**src/rtl/onehot_reg_bank8.sv**
```systemverilog
// Eight-entry register bank written through a one-hot select from the
// upstream write-address decoder. Two registered read ports with
// write-through bypass. Multi-hot selects are blocked, flagged and counted.
module onehot_reg_bank8 #(
   parameter int WIDTH    = 16,
   parameter bit ZERO_REG = 1'b0,
   parameter int ERRW     = 4
) (
   input  logic             clk,
   input  logic             reset,
   input  logic [7:0]       wr_sel,
   input  logic [WIDTH-1:0] wr_data,
   input  logic [2:0]       rd_addr_a,
   input  logic [2:0]       rd_addr_b,
   output logic [WIDTH-1:0] rd_data_a,
   output logic [WIDTH-1:0] rd_data_b,
   output logic             sel_err,
   output logic [ERRW-1:0]  err_count,
   input  logic             clr_err
);

   localparam logic [ERRW-1:0] ERR_MAX = {ERRW{1'b1}};

   logic [WIDTH-1:0] regs [0:7];

   logic [3:0]       selCount;
   logic [2:0]       wrIdx;
   logic             selLegal;
   logic             selMulti;
   logic             wrEnable;
   logic [WIDTH-1:0] readNextA;
   logic [WIDTH-1:0] readNextB;

   // Classify the select by popcount and encode the selected entry index;
   // the index is only meaningful when exactly one bit is set.
   always_comb begin
      selCount = 4'd0;
      wrIdx    = 3'd0;
      for (int i = 0; i < 8; i++) begin
         selCount = selCount + {3'b000, wr_sel[i]};
         if (wr_sel[i]) begin
            wrIdx = 3'(i);
         end
      end
      selLegal = (selCount == 4'd1);
      selMulti = (selCount >= 4'd2);
      wrEnable = selLegal && !(ZERO_REG && (wrIdx == 3'd0));
   end

   // Next read values: hardwired zero entry first, then same-cycle write
   // bypass so a read never sees the value being overwritten, else storage.
   always_comb begin
      readNextA = regs[rd_addr_a];
      if (ZERO_REG && (rd_addr_a == 3'd0)) begin
         readNextA = '0;
      end else if (wrEnable && (wrIdx == rd_addr_a)) begin
         readNextA = wr_data;
      end

      readNextB = regs[rd_addr_b];
      if (ZERO_REG && (rd_addr_b == 3'd0)) begin
         readNextB = '0;
      end else if (wrEnable && (wrIdx == rd_addr_b)) begin
         readNextB = wr_data;
      end
   end

   // Register storage: cleared on reset, otherwise one legal write per cycle.
   always_ff @(posedge clk) begin
      if (reset) begin
         for (int i = 0; i < 8; i++) begin
            regs[i] <= '0;
         end
      end else if (wrEnable) begin
         regs[wrIdx] <= wr_data;
      end
   end

   // Registered read ports.
   always_ff @(posedge clk) begin
      if (reset) begin
         rd_data_a <= '0;
         rd_data_b <= '0;
      end else begin
         rd_data_a <= readNextA;
         rd_data_b <= readNextB;
      end
   end

   // Sticky error flag and saturating counter; a clear that coincides with
   // a new multi-hot select still records that new error.
   always_ff @(posedge clk) begin
      if (reset) begin
         sel_err   <= 1'b0;
         err_count <= '0;
      end else if (clr_err) begin
         sel_err   <= selMulti;
         err_count <= selMulti ? ERRW'(1) : '0;
      end else if (selMulti) begin
         sel_err <= 1'b1;
         if (err_count != ERR_MAX) begin
            err_count <= err_count + ERRW'(1);
         end
      end
   end

endmodule

```
**config.mk**
```make
export PLATFORM = sky130hd
export DESIGN_NAME = onehot_reg_bank8
export DESIGN_NICKNAME = d
export VERILOG_FILES = /design/src/rtl/onehot_reg_bank8.sv
export SDC_FILE = /design/constraint.sdc
export NUM_CORES = 1
export LEC_CHECK = 0
export ABC_CLOCK_PERIOD_IN_PS = 10180
export CORE_ASPECT_RATIO = 1.1
export CORE_MARGIN = 2
export CORE_UTILIZATION = 50
export DETAILED_ROUTE_END_ITERATION = 10
export PLACE_DENSITY = 0.7
export SKIP_LAST_GASP = 1
export SYNTH_ARGS = -nofsm -noshare
export SYNTH_HDL_FRONTEND = slang
export SYNTH_SLANG_ARGS = --single-unit
```
**constraint.sdc**
```tcl
create_clock -name clk -period 10.18 [get_ports clk]
set_input_delay 1.527 -clock clk [delete_from_list [all_inputs] [get_ports clk]]
set_output_delay 1.527 -clock clk [all_outputs]
set_load 0.005 [all_outputs]
```
# Word-level counts from Yosys, hierarchy flattened
# Memory sizes are Yosys's and may differ from the RTL's. A register that Yosys moved wholly into a read port is not among the register bits.
# Index checks and enable logic that the tools add are counted.
# word_totals
input_bits	33
n_memories	1
wordCells	39
out_inout_bits	37
register_bits	5
ram_bits	128
# op_classes
mux	21
reduce_logical	4
n_eq_ne	2
addsub	8
magnitude_cmp	1
# memory_table
memory	words	width	rd	rd_clocked_by_memory_dff	wr	line	text
regs	8	16	2	2	8	24	logic [WIDTH-1:0] regs [0:7];
# op_table
cell	n
2-to-1 mux 3 bit	6
adder 4 x 1 -> 4 bit	4
2-to-1 mux 16 bit	1
OR reduction 16 bit	1
2-to-1 mux 4 bit	3
2-to-1 mux 1 bit	10
adder 3 x 1 -> 4 bit	1
adder 4 x 1 -> 4 bit (second input constant)	1
equality test 4 x 1 -> 1 bit (second input constant)	1
>= comparator 4 x 2 -> 1 bit (second input constant)	1
inequality test 4 bit (second input constant)	1
nonzero test 2 bit	2
adder 2 x 1 -> 3 bit	1
adder 1 x 1 -> 2 bit	1
2-to-1 mux 2 bit	1
AND reduction 2 bit	1

# Longest topological paths before layout
# depth
ltp_word	13
depth_mapped	14
ltp_nobuf	13

# Worst setup path before layout
# OpenSTA, ideal clock, no wires.
# synth_timing
path_type	input -> register
start	input wr_sel[0]
end	memory regs[0][0] (enable)
setup_time_ps	334
n_path_buf	0
arrival_time_ps	4980
path_stages	13
t_required_ps	9846
setup_slack_ps	4866
path_cell_list	inv_1 > fa_1 > fa_1 > fa_1 > inv_1 > ha_1 > inv_1 > fa_1 > a21oi_1 > a22o_1 > nand3_1 > nor4_1 > or2_2
# synth_lines
element	line	text
start: declaration	11	input logic [7:0] wr_sel,
end: declaration	24	

==> impl_metrics.env <==
export IMPL_hpwl_um=12500
export IMPL_ant_nets=0
export IMPL_ys_types=48
export IMPL_cap_violations=0
export IMPL_cp_end_kind="register"
export IMPL_cp_max_fo=17
export IMPL_crit_family="adder cells"
export IMPL_cts_tree="built"
export IMPL_cts_hold_buffers=0
export IMPL_cellLeakagePower_nw=3.74
export IMPL_fmax_mhz=154
export IMPL_preCtsSetupSlack_ns=3.07
export IMPL_grt_max_degree=63
export IMPL_drcViolationCount=0
export IMPL_core_mm2=0.0169
export IMPL_peakVddDrop_v=0.000130
export IMPL_antenna_cells=0
export IMPL_cp_required_ns=10.24
export IMPL_yosysWarnings=0
export IMPL_syn2layout_area_growth_pct=17.7
export IMPL_cp_data_arrival_time_ns=6.53
export IMPL_synth_edff_count=128
export IMPL_post_cts_repair_setup_buffers=0
export IMPL_wl_per_cell_um=22.7
export IMPL_avgSynthCellArea_um2=14.5
export IMPL_grt_pass1_vias=5368
export IMPL_pwr_density_cell_mw_per_mm2=174
export IMPL_synth_top_area_cell="edfxtp_1"
export IMPL_placedCellCount=847
export IMPL_boundaryPins=70
export IMPL_final_area_mm2=0.0101
export IMPL_drv_slew=0
export IMPL_clockBufferDepth=2
export IMPL_path_class="input port to register"
export IMPL_cp_start_kind="input port"
export IMPL_seq_area_frac_synth_pct=53.4
export IMPL_synthArstFlopShare_pct=0
export IMPL_final_hold_violation_count=0
export IMPL_syn_nets=635
export IMPL_fillCellCount=1297
export IMPL_maxSlewHeadroom_pct=19.2
export IMPL_root_buffer="clkbuf_16"
export IMPL_track_usage_pct=23.1
export IMPL_min_path_type="register to register"
export IMPL_synthFlopType="edfxtp_1"
export IMPL_tns_ns=0
export IMPL_cts_clk_slew_worst_paths_ns=0.06
export IMPL_worstPathCellList="clkdlybuf4s50_1 -> inv_1 -> fa_1 -> fa_1 -> fa_1 -> inv_1 -> ha_1 -> inv_1 -> fa_1 -> a21oi_1 -> a22o_1 -> nand3_1 -> a211oi_2 -> or2_2"
export IMPL_place_gp_congestion=0.845
export IMPL_ys_top_cells_by_area="edfxtp_1 45%, mux4_2 17%, and2_1 9.4%"
export IMPL_fin_crit_sh_pct=63.6
export IMPL_status="finished, final reports clean"
export IMPL_synth_top_area_share_pct=44.8
export IMPL_totalWireLength_um=20000
export IMPL_cp_slowest_cell="a211oi_2"
export IMPL_clock_sinks=165
export IMPL_die_w_um=129
export IMPL_vias=5252
export IMPL_htreeDepth=4
export IMPL_initial_core_util_pct=50.8
export IMPL_io_buffers=69
export IMPL_p_total_mw=1.75
export IMPL_die_height_um=141
export IMPL_syn_instance_count=594
export IMPL_die_area_mm2=0.0182
export IMPL_slowest_delay_ns=0.99
export IMPL_cts_resized_gates=0
export IMPL_path_common_cell="fa_1"
export IMPL_ys_top_cells_by_count="129 x and2_1, 128 x edfxtp_1, 65 x mux2i_1, 64 x mux4_2, 40 x or2_2"
export IMPL_cts_buffers=17
export IMPL_rsz0062_at_grt="no"
export IMPL_rows=50
export IMPL_layoutNonFillerInstCount=879
export IMPL_hold_ws_ns=0.472
export IMPL_overflow=0
export IMPL_utilization_pct=59.8
export IMPL_yosys_register_bits=165
export IMPL_first_iter_violations=488
export IMPL_insertion_delay_ns=0.42
export IMPL_viasPerCell=5.97
export IMPL_antenna_found_initial=0
export IMPL_fin_crit_ns=6.48
export IMPL_setup_viol=0
export IMPL_finClkSkew_ns=0.00759
export IMPL_drt_first_pass_iters=5
export IMPL_cp_num_buf_inv=4
export IMPL_grt_pass1_wl_um=30600
export IMPL_synth_area_mm2=0.00859
export IMPL_worst_slack_ns=3.70
export IMPL_worstMarginPinSlew_ns=1.21
export IMPL_synth_most_common_cell="and2_1"
export IMPL_drive_gt1_share_pct=23.5
export IMPL_finalNetCount=699
export IMPL_dpl_cell_area_mm2=0.00947
[flip-flops by register name (all words and copies together) (netlist names)]
signal and flops:
err_count 4, rd_data_a 16, rd_data_b 16, regs 128, sel_err 1
[worst reg2reg max path, stage by stage, from the launching register on]
cell	delay [ns]
dfxtp_1	0.38
ha_1	0.21
nand2_1	0.08
a2bb2oi_1	0.17
or3b_2	0.46
a21oi_1	0.14
[routing by layer]
metal,global-route usage [%],vias to the layer above,part of all wire (%)
met4,7.49,0,1.9
met5,0,-,0
li1,-,2335,-
met2,39.5,205,52
met3,4.86,39,5.1
met1,29.7,2673,41
[power by group]
part           internal, mW  switching, mW
Sequential            0.780         0.0247
Combinational         0.133          0.118
Clock                 0.433          0.266
[worst paths after layout]
check / to / slack, ns / start / depth (start not counted)
setup / recovery: regs[1][1]$_SDFFCE_PN0P_ / 3.70 / wr_sel[1] / 14
hold / removal: sel_err$_SDFFE_PP0P_ / 0.47 / sel_err$_SDFFE_PP0P_ / 2
setup reg to reg: err_count[0]$_SDFFE_PP0P_ / 8.66 / err_count[0]$_SDFFE_PP0P_ / 5
hold reg to reg: sel_err$_SDFFE_PP0P_ / 0.47 / sel_err$_SDFFE_PP0P_ / 2
[layout by cell type (no fill, tap or decap), types with 4 or more instances in the layout]
cell and n:
mux4_2 64, inv_1 15, nor2_1 4, fa_1 4, buf_4 13, clkdlybuf4s50_1 67, bufinv_16 5, and2_1 129
clkbuf_16 17, dfxtp_1 37, or2_2 40, nand2b_1 18, nor3_1 6, mux2i_1 65, edfxtp_1 128, a21oi_1 4
ha_1 4
[area by class of cell]
| class | instances | area [µm²] | share of cell area (%) |
|---|---|---|---|
| timing repair buffer | 82 | 778 | 7.70 |
| inverter | 16 | 60.1 | 0.594 |
| sequential | 165 | 4580 | 45.4 |
| clock buffer | 17 | 425 | 4.21 |
| multi-input combinational | 376 | 3780 | 37.5 |
| tap | 208 | 260 | 2.58 |
| clock inverter | 15 | 210 | 2.08 |
[cell families after synthesis]
family,count (synthesis),synth area share [%]
XOR/XNOR,4,0.408
AO/OA/AOI/OAI,19,2.03
flip-flops,165,53.4
multiplexers,129,24.4
AND/OR/NAND/NOR,216,15.7
buffers and inverters,53,2.62
adder cells (fa/ha/maj),8,1.52
(Power assumes the default switching activity.)
